[config.mk]
export PLATFORM = sky130hd
export DESIGN_NAME = hdb3_decode
export DESIGN_NICKNAME = d
export VERILOG_FILES = /design/src/rtl/hdb3_decode.sv
export SDC_FILE = /design/constraint.sdc
export NUM_CORES = 1
export LEC_CHECK = 0
export BUFFER_PORTS_ARGS = -buffer_cell sky130_fd_sc_hd__buf_2
export CAP_MARGIN = 5
export CELL_PAD_IN_SITES_DETAIL_PLACEMENT = 1
export CELL_PAD_IN_SITES_GLOBAL_PLACEMENT = 2
export CORE_ASPECT_RATIO = 0.75
export CORE_MARGIN = 5
export CORE_UTILIZATION = 35
export CTS_CLUSTER_SIZE = 20
export DETAILED_ROUTE_END_ITERATION = 6
export PLACE_DENSITY_LB_ADDON = 0.1
export SETUP_SLACK_MARGIN = 0.2
export SYNTH_ARGS = -nofsm -noshare
export SYNTH_HDL_FRONTEND = slang
export SYNTH_SLANG_ARGS = --single-unit
export TNS_END_PERCENT = 100
[constraint.sdc]
create_clock -name clk -period 2.7 [get_ports clk]
set_input_delay 0.54 -clock clk [delete_from_list [all_inputs] [get_ports clk]]
set_output_delay 0.54 -clock clk [all_outputs]
set_load 0.01 [all_outputs]
[src/rtl/hdb3_decode.sv]
// HDB3 line-code decoder: strips 000V / B00V substitutions from ternary symbols,
// flags illegal codes and zero runs, and keeps saturating violation / error counts.
module hdb3_decode #(
  parameter int unsigned CNT_W = 16
) (
  input  logic             clk,
  input  logic             rst,
  input  logic             sym_valid,
  input  logic [1:0]       sym_in,
  output logic             bit_out,
  output logic             bit_valid,
  output logic             viol_pulse,
  output logic             code_err,
  output logic [CNT_W-1:0] viol_cnt,
  output logic [CNT_W-1:0] err_cnt
);

  logic [3:0]       sr_q, sr_d;
  logic [2:0]       fill_q, fill_d;
  logic [1:0]       zrun_q, zrun_d;
  logic             last_pol_q, last_pol_d;
  logic             have_pol_q, have_pol_d;
  logic             bit_out_q, bit_out_d;
  logic             bit_valid_q, bit_valid_d;
  logic             viol_q, viol_d;
  logic             err_q, err_d;
  logic [CNT_W-1:0] viol_cnt_q, viol_cnt_d;
  logic [CNT_W-1:0] err_cnt_q, err_cnt_d;

  logic is_pulse, pol, is_illegal, is_viol, is_err;

  always_comb begin
    is_pulse   = (sym_in == 2'b01) || (sym_in == 2'b10);
    pol        = (sym_in == 2'b01);
    is_illegal = (sym_in == 2'b11);
    is_viol    = is_pulse && have_pol_q && (pol == last_pol_q);
    // An illegal symbol that also completes a zero run still counts as one error.
    is_err     = is_illegal || (!is_pulse && (zrun_q == 2'd3));
  end

  always_comb begin
    sr_d        = sr_q;
    fill_d      = fill_q;
    zrun_d      = zrun_q;
    last_pol_d  = last_pol_q;
    have_pol_d  = have_pol_q;
    bit_out_d   = bit_out_q;
    bit_valid_d = 1'b0;
    viol_d      = 1'b0;
    err_d       = 1'b0;
    viol_cnt_d  = viol_cnt_q;
    err_cnt_d   = err_cnt_q;

    if (sym_valid) begin
      if (fill_q == 3'd4) begin
        bit_valid_d = 1'b1;
        bit_out_d   = sr_q[3];
      end else begin
        fill_d = fill_q + 3'd1;
      end

      // A violation wipes V and the three positions before it (000V and B00V alike).
      if (is_viol) begin
        sr_d = 4'b0000;
      end else begin
        sr_d = {sr_q[2:0], is_pulse};
      end

      if (is_pulse) begin
        last_pol_d = pol;
        have_pol_d = 1'b1;
        zrun_d     = 2'd0;
      end else if (zrun_q != 2'd3) begin
        zrun_d = zrun_q + 2'd1;
      end

      viol_d = is_viol;
      err_d  = is_err;

      if (is_viol && (viol_cnt_q != {CNT_W{1'b1}})) begin
        viol_cnt_d = viol_cnt_q + 1'b1;
      end
      if (is_err && (err_cnt_q != {CNT_W{1'b1}})) begin
        err_cnt_d = err_cnt_q + 1'b1;
      end
    end
  end

  always_ff @(posedge clk or posedge rst) begin
    if (rst) begin
      sr_q        <= 4'b0000;
      fill_q      <= 3'd0;
      zrun_q      <= 2'd0;
      last_pol_q  <= 1'b0;
      have_pol_q  <= 1'b0;
      bit_out_q   <= 1'b0;
      bit_valid_q <= 1'b0;
      viol_q      <= 1'b0;
      err_q       <= 1'b0;
      viol_cnt_q  <= '0;
      err_cnt_q   <= '0;
    end else begin
      sr_q        <= sr_d;
      fill_q      <= fill_d;
      zrun_q      <= zrun_d;
      last_pol_q  <= last_pol_d;
      have_pol_q  <= have_pol_d;
      bit_out_q   <= bit_out_d;
      bit_valid_q <= bit_valid_d;
      viol_q      <= viol_d;
      err_q       <= err_d;
      viol_cnt_q  <= viol_cnt_d;
      err_cnt_q   <= err_cnt_d;
    end
  end

  assign bit_out    = bit_out_q;
  assign bit_valid  = bit_valid_q;
  assign viol_pulse = viol_q;
  assign code_err   = err_q;
  assign viol_cnt   = viol_cnt_q;
  assign err_cnt    = err_cnt_q;

endmodule

==> results.tsv <==
metric	value	unit
status	complete, no violations	
yosysSeqAreaShare	50.3	%
nets	268	
synth.distinct_cells	44	
max_stage_delay	390	ps
synth_top_cell_by_area	dfrtp_1	
synth-seq-cells	47	
cts_tree	yes	
antenna_found_initial	0	
postCtsSetupBuffers	0	
min_period	1990	ps
setup_ws	706	ps
dp_hpwl	3.94	mm
cts.path.max_buffers	2	
critical_path_required	2880	ps
cp_num_buf_inv	1	
clock_sinks	47	
synth_nets	224	
grt_max_degree	26	
hold_class	in2async	
finalHoldViolCount	0	
port_buffers	40	
n_fill_cell	736	
dr_wl_met2	2.09	mm
place_ws	385	ps
grt_usage	13.2	%
drt-total-wl	5.24	mm
slew_viol_final	0	
p_leak	1.36	nW
cp-start-kind	primary input	
crit_path_top_delay_cell	or2_0	
skew	9.85	ps
die_w	104	um
viasPerCell	5.11	
design_area	2730	um2
clkLatencyLatePin	300	ps
grt_setup_unrepaired	no	
drtIter0Drc	67	
htreeDepth	2	
syn_area	2340	um2
final_core_util	42.6	%
cp_top_family	simple AND/OR/NAND/NOR gates	
cts_buffers	5	
fmaxAchievable	501	MHz
ant_nets	0	
synthTopCellsByArea	dfrtp_1 (50%), xor2_1 (6.4%), ha_1 (3.7%)	
cp_cell_sequence	buf_2 > ha_1 > nand3b_4 > or2_0 > nor2_2 > mux2_4	
multi_input_area	1090	um2
grt_pass1_wl	9.16	mm
synth_top_cell_area_share	50.3	%
route.met3.wl	257	um
area_growth	16.9	%
root_buffer	clkbuf_8	
fin_setup_tns	0	ps
final_cell_mix	dfrtp_1 (47), buf_2 (40), xor2_1 (17)	
vias	1728	
die_area	8430	um2
overflow	0	
syn_inst	212	
first_global_vias	1818	
setup_violations	0	
final_common_cell	dfrtp_1	
cp-end-kind	flip-flop	
wl_met1	2.88	mm
highest_layer	met4	
regArea	1180	um2
yosys_warnings	0	
avgSynthCellArea	11.0	um2
drive_above_1_share	26.5	%
clk_pin_slew	90	ps
ir_drop	374	uV
crit_type	in2reg	
ios	41	
drt-pass1-iter-count	4	
drv_cap	0	
cp_max_fo	7	
n_antenna_cell	0	
fin_crit_sh	73.9	%
die_height	80.8	um
drc_errors	0	
worstPathArrival	2180	ps
routabilityCongestion	0.737	
maxSlewHeadroom	62.5	%
wire_per_inst	15.5	um
holdBufCountCts	0	
num_rows	25	
initial_utilization	36.5	%
ctsResizeCount	0	
pwr_density_cell	714	nW/um2
placed_area	2630	um2
tightest_slew	558	ps
core	6410	um2
[logic make-up after synthesis]
kind of cell               synth area share, %
AOI/OAI and AO/OA                         6.69
xor gates and xnor gates                  8.99
adders and majority gates                 3.75
buffers and inverters                     3.21
DFF                                       50.3
muxes                                     3.80
and+or+nand+nor                           23.3
[per-layer routing]
layer  track usage, %  vias up
met5                0        -
met4             3.10        0
met3             3.42        2
met2             19.1       30
met1             19.6      850
li1                 -      846
[power breakdown]
part / switching (mW) / leakage, nW / total [mW] / internal [mW]
logic: 0.261 / 0.698 / 0.487 / 0.226
clock network: 0.236 / 0.0515 / 0.470 / 0.234
registers: 0.151 / 0.611 / 0.995 / 0.843
[flip-flops by register name, summed over array words and instances, names as in the netlist]
| signal | count |
|---|---|
| err_cnt | 16 |
| last_pol_q | 1 |
| viol_cnt | 16 |
| fill_q | 3 |
| zrun_q | 2 |
| code_err | 1 |
| bit_valid | 1 |
| sr_q | 4 |
| viol_pulse | 1 |
| have_pol_q | 1 |
| bit_out | 1 |
[synth_stat cells]
library cell / instances
a211oi_1: 1
a21boi_0: 2
a21o_1: 1
a21oi_1: 8
a22o_1: 1
a31oi_1: 3
a41oi_1: 2
and2_1: 1
and3_1: 5
and4_1: 5
buf_2: 6
buf_4: 1
dfrtp_1: 47
ha_1: 7
inv_1: 10
mux2_2: 3
mux2_4: 1
mux2i_1: 4
nand2_1: 13
nand2b_1: 3
nand3_1: 9
nand3_2: 1
nand3b_4: 1
nand4_1: 11
nand4_4: 1
nor2_1: 7
nor2_2: 2
nor2b_1: 1
nor3_1: 11
nor3b_1: 1
nor4_1: 4
nor4_2: 2
nor4_4: 1
nor4b_2: 1
o21ai_0: 2
o21bai_1: 1
o22a_1: 1
o31ai_1: 2
or2_0: 1
or2_2: 2
or3_1: 1
or3_4: 1
xnor2_1: 7
xor2_1: 17
[layout make-up]
cell class              count  area share (%)
inverters                  10            1.37
multi-input cells         148            39.8
repair buffers             44            8.42
well taps                  81            3.71
clock buffers               8            3.66
flip-flops and latches     47            43.0
[final timing paths]
check,start,endpoint,slack [ps],cells past startpoint
hold reg to reg,viol_cnt[15],viol_cnt[15],490,1
min in group clk,viol_cnt[15],viol_cnt[15],490,1
setup / recovery,sym_in[0],viol_cnt[1],710,6
max in group asynchronous,rst,sr_q[3],1780,3
setup reg to reg,viol_cnt[0],viol_cnt[1],720,5
hold / removal,rst,viol_cnt[14],280,2
[worst reg2reg max path: stages, from the launching register on]
cell	delay (ps)
dfrtp_1	410
ha_1	300
nand4_4	180
nor4_4	540
nor2_2	120
mux2_4	320
[metrics by stage]
| stage | cells | total power [mW] | hold WS [ps] |
|---|---|---|---|
| after global placement | 330 | 1.49 | 481 |
| after detailed placement | 330 | 1.50 | 477 |
| after global routing | 338 | 2.08 | 324 |
| after CTS | 338 | 1.98 | 305 |
| final | 338 | 1.95 | 276 |
| after floorplan | 212 | 1.31 | 449 |
(Power assumes the default switching activity.)
